$ cat src/rtl/fifo32_pkg.sv
// rtl/fifo32_pkg.sv - shared constants and helpers for the 32-deep LUT RAM FIFO
package fifo32_pkg;

  localparam int DEPTH = 32;
  localparam int PTR_W = 5;
  localparam int CNT_W = 6;

  typedef logic [PTR_W-1:0] ptr_t;
  typedef logic [CNT_W-1:0] cnt_t;

  // Occupancy after one edge: a simultaneous read and write cancel out
  function automatic cnt_t next_count(input cnt_t cur, input logic wr_acc, input logic rd_acc);
    cnt_t res;
    case ({wr_acc, rd_acc})
      2'b10:   res = cur + cnt_t'(1);
      2'b01:   res = cur - cnt_t'(1);
      default: res = cur;
    endcase
    return res;
  endfunction

endpackage

$ cat src/rtl/RAM32X1D.sv
// rtl/RAM32X1D.sv - 32x1 dual-port distributed RAM primitive, synchronous write, async reads
module RAM32X1D (
  input  logic       WCLK,
  input  logic       WE,
  input  logic [4:0] A,
  input  logic [4:0] DPRA,
  input  logic       D,
  output logic       SPO,
  output logic       DPO
);

  logic mem [0:31];

  // Write port: one bit per edge at address A
  always_ff @(posedge WCLK) begin
    if (WE) begin
      mem[A] <= D;
    end
  end

  assign SPO = mem[A];
  assign DPO = mem[DPRA];

endmodule

$ cat src/rtl/fifo32_ctrl.sv
// rtl/fifo32_ctrl.sv - pointers, occupancy counter and status flags for the 32-deep FIFO
module fifo32_ctrl
  import fifo32_pkg::*;
#(
  parameter int AF_LEVEL = 28,
  parameter int AE_LEVEL = 4
) (
  input  logic             clk,
  input  logic             rst_n,
  input  logic             clr,
  input  logic             wr_en,
  input  logic             rd_en,
  output logic [PTR_W-1:0] wptr,
  output logic [PTR_W-1:0] rptr,
  output logic             wr_acc,
  output logic             rd_acc,
  output logic [CNT_W-1:0] count,
  output logic             full,
  output logic             empty,
  output logic             almost_full,
  output logic             almost_empty,
  output logic             ovf,
  output logic             unf,
  output logic             dvalid
);

  cnt_t cnt_nxt;

  // Registered full/empty gate acceptance, so a full FIFO never passes data through
  assign wr_acc = wr_en & ~full  & ~clr;
  assign rd_acc = rd_en & ~empty & ~clr;

  // Next occupancy; flush wins over any request
  always_comb begin
    cnt_nxt = '0;
    if (!clr) begin
      cnt_nxt = next_count(count, wr_acc, rd_acc);
    end
  end

  // Pointers and sticky error flags; pointers wrap naturally at 5 bits
  always_ff @(posedge clk or negedge rst_n) begin
    if (!rst_n) begin
      wptr <= '0;
      rptr <= '0;
      ovf  <= 1'b0;
      unf  <= 1'b0;
    end else if (clr) begin
      wptr <= '0;
      rptr <= '0;
      ovf  <= 1'b0;
      unf  <= 1'b0;
    end else begin
      if (wr_acc) wptr <= wptr + ptr_t'(1);
      if (rd_acc) rptr <= rptr + ptr_t'(1);
      if (wr_en && full)  ovf <= 1'b1;
      if (rd_en && empty) unf <= 1'b1;
    end
  end

  // Counter and level flags all come from next-state count so they agree each cycle
  always_ff @(posedge clk or negedge rst_n) begin
    if (!rst_n) begin
      count        <= '0;
      full         <= 1'b0;
      empty        <= 1'b1;
      almost_full  <= 1'b0;
      almost_empty <= 1'b1;
      dvalid       <= 1'b0;
    end else begin
      count        <= cnt_nxt;
      full         <= (cnt_nxt == cnt_t'(DEPTH));
      empty        <= (cnt_nxt == '0);
      almost_full  <= (cnt_nxt >= cnt_t'(AF_LEVEL));
      almost_empty <= (cnt_nxt <= cnt_t'(AE_LEVEL));
      dvalid       <= rd_acc;
    end
  end

endmodule

$ cat src/rtl/lutram_fifo32.sv
// rtl/lutram_fifo32.sv - 32-entry synchronous FIFO on distributed RAM with registered output
module lutram_fifo32
  import fifo32_pkg::*;
#(
  parameter int WIDTH    = 8,
  parameter int AF_LEVEL = 28,
  parameter int AE_LEVEL = 4
) (
  input  logic             clk,
  input  logic             rst_n,
  input  logic             clr,
  input  logic             wr_en,
  input  logic [WIDTH-1:0] din,
  input  logic             rd_en,
  output logic [WIDTH-1:0] dout,
  output logic             dvalid,
  output logic             full,
  output logic             empty,
  output logic             almost_full,
  output logic             almost_empty,
  output logic [CNT_W-1:0] count,
  output logic             ovf,
  output logic             unf
);

  logic [PTR_W-1:0] wptr;
  logic [PTR_W-1:0] rptr;
  logic             wr_acc;
  logic             rd_acc;
  logic [WIDTH-1:0] ram_dout;
  logic [WIDTH-1:0] spo_unused;

  fifo32_ctrl #(
    .AF_LEVEL (AF_LEVEL),
    .AE_LEVEL (AE_LEVEL)
  ) u_ctrl (
    .clk          (clk),
    .rst_n        (rst_n),
    .clr          (clr),
    .wr_en        (wr_en),
    .rd_en        (rd_en),
    .wptr         (wptr),
    .rptr         (rptr),
    .wr_acc       (wr_acc),
    .rd_acc       (rd_acc),
    .count        (count),
    .full         (full),
    .empty        (empty),
    .almost_full  (almost_full),
    .almost_empty (almost_empty),
    .ovf          (ovf),
    .unf          (unf),
    .dvalid       (dvalid)
  );

  // One 32x1 RAM per data bit; the read port always follows rptr
  for (genvar i = 0; i < WIDTH; i++) begin : g_bit
    RAM32X1D u_ram (
      .WCLK (clk),
      .WE   (wr_acc),
      .A    (wptr),
      .DPRA (rptr),
      .D    (din[i]),
      .SPO  (spo_unused[i]),
      .DPO  (ram_dout[i])
    );
  end

  // Output register captures the head entry only on an accepted read; flush leaves it alone
  always_ff @(posedge clk or negedge rst_n) begin
    if (!rst_n) begin
      dout <= '0;
    end else if (rd_acc) begin
      dout <= ram_dout;
    end
  end

endmodule
$ cat config.mk
export PLATFORM = sky130hd
export DESIGN_NAME = lutram_fifo32
export DESIGN_NICKNAME = d
export VERILOG_FILES = /design/src/rtl/fifo32_pkg.sv /design/src/rtl/RAM32X1D.sv /design/src/rtl/fifo32_ctrl.sv /design/src/rtl/lutram_fifo32.sv
export SDC_FILE = /design/constraint.sdc
export NUM_CORES = 1
export LEC_CHECK = 0
export ABC_AREA = 1
export CORE_UTILIZATION = 45
export DETAILED_ROUTE_END_ITERATION = 6
export GPL_ROUTABILITY_DRIVEN = 0
export PLACE_DENSITY = 0.7
export SYNTH_ARGS = -nofsm -noshare
export SYNTH_HDL_FRONTEND = slang
export SYNTH_HIERARCHICAL = 1
export SYNTH_SLANG_ARGS = --single-unit
$ cat constraint.sdc
create_clock -name clk -period 5.97 [get_ports clk]
set_input_delay 1.194 -clock clk [delete_from_list [all_inputs] [get_ports clk]]
set_output_delay 1.194 -clock clk [all_outputs]
set_load 0.01 [all_outputs]
==> impl_metrics.yaml, run 1 <==
detailed_routing:
  viasPerCell: 5.250
  drt_iter0_drc: 1066
  ant_nets: 0
  via_count: 10640
  wirelength_um: 32030
  firstDrtPassIters: 5
  wl_per_cell_um: 15.81
  drc: 0
setup_path:
  cpMostUsedCell: "nand2_1"
  ff2ff_path_depth: 12
  worst_path_dominant_cell_family: "buffers and inverters"
  critPathLaunch: "clr"
  crit_type: "in2reg"
  worst_setup_path_start_kind: "input pin"
  cp_num_buf_inv: 2
  reg2reg_to: "dout[6]"
  cp_slowest_cell: "clkdlybuf4s50_1"
  crit-reg2reg-launch: "u_ctrl/rptr[0]"
  arrival_ps: 3760
  crit_path_end_kind: "register"
  critical_path.max_stage_delay_ps: 870
  crit_fanout: 13
  worst-endpoint-required_ps: 6450
  worst-r2r-setup-slack_ps: 3270
  crit_chain: "clkdlybuf4s50_1, inv_2, nand3_4, nand2_1, nand2_1, ha_1, o21ai_2, a21oi_1, or2_2, nor2_1, nand3_2, nor2_2"
finish:
  layout_common_cells: "nand2_1, nor2_1, edfxtp_1"
  layout_commonest_cell: "nand2_1"
  drive_above_1_share: 0.1146
  syn_to_final_growth_pct: 9.000
  fin_area_um2: 15790
  utilization: 0.4991
  nNetsFinal: 1616
clock_network:
  postCtsResizedCells: 0
  path_clk_slew_ps: 60
  cts_tree: "built"
  cts_buffer_depth: 3
  cts_hold_buf: 0
  clkLatencyLatePin_ps: 550
  h-tree-depth: 1
  clock-sinks: 287
  cts_buffers: 31
  post_cts_buffers: 0
  root_buffer: "clkbuf_16"
sta:
  finalSetupViolations: 0
  finalCritPeriodShare: 0.5496
  drv_slew: 0
  rsz0062_at_grt: "no"
  tightest_slew_ps: 1142
  final.setup.tns_ps: 0
  fin_worst_skew_ps: 10.29
  relSlewSlack: 0.2385
  post-route-min-period_ps: 3281
  hold_viol_final: 0
  fmax_mhz: 304.8
  setup_slack_ps: 2689
logic_synthesis:
  avgSynthCellArea_um2: 9.157
  synth_cells: 1582
  synth-warning-count: 6
  syn-num-nets: 1599
  syn_area_um2: 14490
global_route:
  grt_max_degree: 72
  overflow: 0
  grt_pass1_wl_um: 52160
  grt.total_usage: 0.1981
  antenna_found_initial: 1
  grt_pass1_vias: 10310
hold_path:
  hold_start: "dout[7]"
  min_path_type: "reg2reg"
  hold_depth: 2
  whs_endpoint: "dout[7]"
die:
  die_h_um: 181.4
  io_pins: 34
  die_width_um: 181.4
  row_count: 65
  dieArea_um2: 32910
  design.core.area_um2: 31640
  start_util: 0.4579
power_and_ir_drop:
  power_mw: 5.636
  ir_worst_vdd_mv: 0.2073
  p_leak_nw: 5.689
  power.density_nw_per_um2: 356.9
placement:
  dp_hpwl_um: 19270
  pre_cts_ws_ps: 2157
  placedInstanceArea_um2: 14830
  portBuffers: 33
run_status:
  status: "finished, final reports clean"
job:
  max_cap_viol_count: 0
how the worst max path moves through the flow:
stage / endpoint / cells past startpoint
6_report: u_ctrl/empty / 12
5_1_grt: u_ctrl/empty / 12
4_1_cts: u_ctrl/empty / 12
3_5_place_dp: u_ctrl/empty / 12
3_3_place_gp: u_ctrl/empty / 12
2_1_floorplan: u_ctrl/empty / 13
state kept, by name, summed over array words and instances, names as in the netlist, 5 cells and up:
register / flops
dout: 8
u_ctrl/count: 6
u_ctrl/rptr: 5
u_ctrl/wptr: 5
g_bit.u_ram/mem: 256
where the power goes:
| part | leakage [nW] | switching [mW] | total, mW | internal (mW) |
|---|---|---|---|---|
| Clock | 0.469 | 0.749 | 1.82 | 1.07 |
| Combinational | 2.52 | 0.900 | 1.37 | 0.472 |
| Sequential | 2.70 | 0.192 | 2.45 | 2.26 |
worst min-delay path: stages, from the launching register on:
cell and delay [ps]:
dfrtp_1 400, nand2_1 70, nand2_1 50
metrics by stage:
step	instances	hold WS [ps]
6_report	2026	544.7
5_1_grt	2025	568.9
4_1_cts	2025	547.6
3_5_place_dp	1968	533.6
3_3_place_gp	1968	525.3
2_1_floorplan	1582	508.5
routing by layer:
metal	part of all wire	up-vias	GRT usage
li1	-	5211	-
met1	0.43	5033	0.2657
met2	0.48	339	0.3357
met3	0.063	54	0.02788
met4	0.022	0	0.05593
met5	0	-	0
final cells by class:
| type | count | area (µm²) |
|---|---|---|
| Sequential cell | 287 | 8472 |
| Tap cell | 402 | 503.0 |
| Clock buffer | 46 | 852.1 |
| Multi-Input combinational cell | 1070 | 4751 |
| Fill cell | 2922 | 15850 |
| Clock inverter | 11 | 106.4 |
| Inverter | 164 | 675.6 |
| Timing Repair Buffer | 45 | 427.9 |
| Antenna cell | 1 | 2.502 |
Power figures use the tool's default switching activity.
==> run 2: changes to the inputs <==
--- a/config.mk
+++ b/config.mk
@@ -9,7 +9,7 @@
 export CORE_UTILIZATION = 45
 export DETAILED_ROUTE_END_ITERATION = 6
 export GPL_ROUTABILITY_DRIVEN = 0
-export PLACE_DENSITY = 0.7
+export PLACE_DENSITY = 0.72
 export SYNTH_ARGS = -nofsm -noshare
 export SYNTH_HDL_FRONTEND = slang
 export SYNTH_HIERARCHICAL = 1
==> constraint.sdc (replaced) <==
create_clock -name clk -period 2.84 [get_ports clk]
set_input_delay 0.568 -clock clk [delete_from_list [all_inputs] [get_ports clk]]
set_output_delay 0.568 -clock clk [all_outputs]
set_load 0.01 [all_outputs]
==> run 2 against run 1 <==
Flip-flop and latch count unchanged; via count is 0.46% higher; largest power group unchanged; total power is 110% higher; sequential share of layout area fell by 0.66 points; worst setup slack worse by 2100 ps; count of clock-buffer cells in the layout decreased by 5; design area rose by 1.3%; largest cell class unchanged; cell count grew 0.99%; first-iteration DRC count down 27%.
==> impl_metrics.yaml, run 2 (synthesis gave the netlist of run 1 again) <==
run_status:
  status: "finished, final reports clean"
sta:
  drv_slew: 0
  hold_viol_final: 0
  finalSetupViolations: 0
  fin_worst_skew_ps: 16.17
  tightest_slew_ps: 802.0
  final.setup.tns_ps: 0
  finalCritPeriodShare: 0.7997
  post-route-min-period_ps: 2271
  rsz0062_at_grt: "no"
  fmax_mhz: 440.3
  relSlewSlack: 0.4653
global_route:
  grt-busiest-layer: "met2"
  overflow: 0
  grt_max_degree: 45
  grtUsageMet1: 0.2473
  antenna_found_initial: 1
  grt_pass1_wl_um: 50810
  use_met3: 0.02708
  grt_pass1_vias: 10190
  use_met2: 0.3288
  grt.total_usage: 0.1903
power_and_ir_drop:
  p_leak_nw: 5.791
  power.density_nw_per_um2: 732.9
  ir_worst_vdd_mv: 0.4585
finish:
  fin_area_um2: 15990
  drive_above_1_share: 0.1248
  syn_to_final_growth_pct: 10.36
  nNetsFinal: 1638
  largest_register_ffs: 256
  reg_top3: "g_bit.u_ram/mem x256, dout x8, u_ctrl/count x6"
  fillers: 2890
  layout_commonest_cell: "nand2_1"
  regMostFlops: "g_bit.u_ram/mem"
  layout_common_cells: "nand2_1, nor2_1, edfxtp_1"
die:
  io_pins: 34
  start_util: 0.4579
  row_count: 65
  die_h_um: 181.4
  dieArea_um2: 32910
  design.core.area_um2: 31640
  die_width_um: 181.4
clock_network:
  cts_hold_buf: 0
  root_buffer: "clkbuf_16"
  clock-sinks: 287
  postCtsResizedCells: 0
  clkLatencyLatePin_ps: 560
  cts_buffers: 30
  path_clk_slew_ps: 70
  cts_buffer_depth: 3
  post_cts_buffers: 0
  h-tree-depth: 1
  cts_tree: "built"
setup_path:
  worst-endpoint-required_ps: 2270
  crit_type: "reg2out"
  cp_num_buf_inv: 1
  crit_path_end_kind: "output port"
  worst_setup_path_start_kind: "register"
  crit_chain: "clkdlybuf4s50_1"
  critical_path.max_stage_delay_ps: 590
  crit_fanout: 4
  arrival_ps: 1700
  cp_slowest_cell: "dfstp_2"
  worst_path_dominant_cell_family: "flip-flops"
detailed_routing:
  via_count: 10690
  firstDrtPassIters: 6
  drt_iter0_drc: 783
  viasPerCell: 5.223
  wl_per_cell_um: 15.06
  drc: 0
  ant_nets: 0
  wirelength_um: 30820
placement:
  portBuffers: 33
  dp_hpwl_um: 19150
  placedInstanceArea_um2: 15080
job:
  max_cap_viol_count: 0
hold_path:
  min_path_type: "in2async"
-- run 2: changes by cell type in the layout (fill, tap and decap cells not counted), moves of 2 or more --
cell / previous run / this run
buf_12: 1 / 7
buf_4: 11 / 28
clkbuf_1: 13 / 10
clkbuf_8: 2 / 0
clkinv_1: 1 / 6
clkinv_2: 7 / 4
-- run 2: final timing paths --
kind | end | from | cells past startpoint | slack [ps]
worst min-delay path | u_ctrl/rptr[0] | rst_n | 1 | 100
worst max-delay path | empty | u_ctrl/empty | 1 | 570
max in group asynchronous | u_ctrl/rptr[0] | rst_n | 1 | 2160
min in group clk | dout[6] | dout[6] | 2 | 480
worst max register to register | u_ctrl/empty | u_ctrl/empty | 12 | 670
worst min register to register | dout[6] | dout[6] | 2 | 480
-- run 2: cell type report --
class	instances	area, µm²	share of cell area
flip-flops and latches	287	8473	0.5300
clock buffers	41	813.3	0.05087
clock inverters	13	88.84	0.005556
inverters	164	675.6	0.04226
diodes	1	2.502	0.0001565
well taps	402	503.0	0.03146
multi-input cells	1070	4756	0.2975
repair buffers	68	675.6	0.04226
-- run 2: metrics by stage --
step	utilization	total power [mW]	hold slack, ps	worst slack [ps]	std cells
floorplan	-	7.618	272.4	171.5	1582
global placement	0.4768	8.120	457.6	130.1	1991
detailed placement	0.4768	8.174	467.4	108.4	1991
CTS	0.5053	11.80	112.2	545.4	2045
global route	0.5054	12.37	138.9	476.2	2046
finish	0.5054	11.72	100.8	568.9	2046
-- run 2: power by group --
part           switching (mW)  internal, mW  leakage [nW]
Sequential              0.250          4.74          2.70
Combinational            2.00          1.08          2.65
Clock                    1.56          2.08         0.438
-- run 2: per-layer routing --
layer  vias to the layer above  share of wire
met5                         -              0
met4                         0          0.027
met3                        61          0.060
met2                       331           0.49
met1                      5038           0.42
li1                       5256              -
==> run 3: changes to the inputs <==
--- a/config.mk
+++ b/config.mk
@@ -9,7 +9,7 @@
 export CORE_UTILIZATION = 45
 export DETAILED_ROUTE_END_ITERATION = 6
 export GPL_ROUTABILITY_DRIVEN = 0
-export PLACE_DENSITY = 0.72
+export PLACE_DENSITY = 0.7
 export SYNTH_ARGS = -nofsm -noshare
 export SYNTH_HDL_FRONTEND = slang
 export SYNTH_HIERARCHICAL = 1
==> constraint.sdc (replaced) <==
create_clock -name clk -period 2.1 [get_ports clk]
set_input_delay 0.42 -clock clk [delete_from_list [all_inputs] [get_ports clk]]
set_output_delay 0.42 -clock clk [all_outputs]
set_load 0.01 [all_outputs]
==> run 3 against run 2 <==
Flip-flop and latch count did not move; combinational power grew 47%; count of clock-buffer cells in the layout down 5; clock skew up 11 ps; worst setup slack got worse by 510 ps; cell count is 2.2% higher; largest power group unchanged; utilization increased by 1.2 points; clock power rose by 35%; worst hold slack improved by 340 ps; wire length increased by 5.6%; critical path depth is the same.
==> impl_metrics.yaml, run 3 (synthesis gave the netlist of run 1 again) <==
sta:
  hold_viol_final: 0
  fmax_mhz: 489.2
  tightest_slew_ps: 732.7
  rsz0062_at_grt: "no"
  post-route-min-period_ps: 2044
  setup_slack_ps: 56.01
  drv_slew: 0
  relSlewSlack: 0.5116
  fin_worst_skew_ps: 26.73
  finalCritPeriodShare: 0.9733
  finalSetupViolations: 0
power_and_ir_drop:
  p_leak_nw: 6.060
  power.density_nw_per_um2: 979.0
  power_mw: 16.04
  ir_worst_vdd_mv: 1.005
detailed_routing:
  via_count: 10840
  drt_iter0_drc: 1006
  firstDrtPassIters: 5
  wirelength_um: 32530
  wl_per_cell_um: 15.55
  drc: 0
  ant_nets: 0
  viasPerCell: 5.182
clock_network:
  cts_buffers: 30
  root_buffer: "clkbuf_16"
  h-tree-depth: 1
  cts_tree: "built"
  cts_buffer_depth: 3
  clock-sinks: 287
  clkLatencyLatePin_ps: 570
  path_clk_slew_ps: 60
die:
  die_h_um: 181.4
  io_pins: 34
  start_util: 0.4579
  die_width_um: 181.4
  dieArea_um2: 32910
  design.core.area_um2: 31640
  row_count: 65
placement:
  placed_cells: 2032
  dp_hpwl_um: 20730
  portBuffers: 33
  pre_cts_ws_ps: -409.5
setup_path:
  ff2ff_path_depth: 12
  worst_setup_path_start_kind: "register"
  crit-reg2reg-launch: "u_ctrl/empty"
  arrival_ps: 1620
  cp_num_buf_inv: 1
  crit_chain: "clkdlybuf4s50_1"
  crit_path_end_kind: "output port"
  cp.depth: 1
  crit_type: "reg2out"
  worst_path_dominant_cell_family: "flip-flops"
  worst-r2r-setup-slack_ps: 100
  worst-endpoint-required_ps: 1680
  critical_path.max_stage_delay_ps: 540
  cp_slowest_cell: "dfstp_2"
  crit_fanout: 1
  reg2reg_to: "u_ctrl/full"
finish:
  utilization: 0.5178
  reg_top3: "g_bit.u_ram/mem x256, dout x8, u_ctrl/count x6"
  layout_commonest_cell: "nand2_1"
  layout_common_cells: "nand2_1, nor2_1, edfxtp_1"
  regMostFlops: "g_bit.u_ram/mem"
  syn_to_final_growth_pct: 13.09
  drive_above_1_share: 0.1581
  fin_cells: 2092
  largest_register_ffs: 256
  fillers: 2738
  nNetsFinal: 1682
hold_path:
  min_path_type: "in2async"
global_route:
  antenna_found_initial: 0
  grt_pass1_vias: 10500
  grt_pass1_wl_um: 52860
  overflow: 0
  grt_max_degree: 52
  grt.total_usage: 0.2002
job:
  max_cap_viol_count: 0
run_status:
  status: "finished, final reports clean"
==> run 3: cell count changes in the layout (fill, tap and decap cells not counted), sizes merged <==
cell | previous run | this run
buf | 36 | 79
clkinv | 10 | 16
clkbuf | 41 | 36
clkdlybuf4s50 | 32 | 29
clkinvlp | 1 | 3
dlymetal6s2s | 0 | 2
bufinv | 1 | 0
dlygate4sd2 | 0 | 1
dlygate4sd3 | 0 | 1
==> run 3: layout make-up <==
type,count,area [µm²],area share
Sequential cell,287,8474,0.5173
Multi-Input combinational cell,1070,4788,0.2923
Timing Repair Buffer,112,1012,0.06179
Clock buffer,36,803.3,0.04903
Inverter,164,675.6,0.04124
Tap cell,402,503.0,0.03070
Clock inverter,20,122.6,0.007485
Antenna cell,1,2.502,0.0001528
==> run 3: layer usage <==
metal	up-vias	track usage	share of wire
met3	36	0.02708	0.058
li1	5339	-	-
met1	5160	0.2541	0.42
met2	306	0.3608	0.51
met5	-	0	0
met4	0	0.04746	0.014
==> run 3: stage by stage <==
step / TNS, ps / instance area (µm²) / hold WS [ps]
2_1_floorplan: -830.2 / 14530 / 124.4
3_3_place_gp: -83010 / 15410 / 452.8
3_5_place_dp: -89560 / 15410 / 459.4
4_1_cts: 0 / 16350 / 451.2
5_1_grt: 0 / 16380 / 491.2
6_report: 0 / 16380 / 443.0
==> run 3: where the power goes <==
part | total, mW | internal, mW | switching [mW]
registers | 6.58 | 6.42 | 0.158
clock network | 4.92 | 2.73 | 2.19
logic | 4.54 | 1.59 | 2.95
total | 16.0 | 10.7 | 5.30
==> run 3: worst max-delay path by stage <==
stage	start	end	slack, ps
final	u_ctrl/almost_empty	almost_empty	60
after global routing	u_ctrl/empty	u_ctrl/almost_empty	0.05
after CTS	u_ctrl/full	full	1
after detailed placement	wr_en	g_bit[2].u_ram/mem[18]	-410
after global placement	wr_en	g_bit[0].u_ram/mem[8]	-370
after floorplan	u_ctrl/full	u_ctrl/full	-220
==> run 3: timing repair <==
| action | in CTS | in global routing |
|---|---|---|
| pin swaps | 0 | 1 |
| setup buffers | 0 | 2 |
| gates resized for setup | 1 | 6 |
| setup endpoints to repair | 1 | 7 |
| hold buffers | 1 | 0 |
| hold endpoints to repair | 23 | 0 |
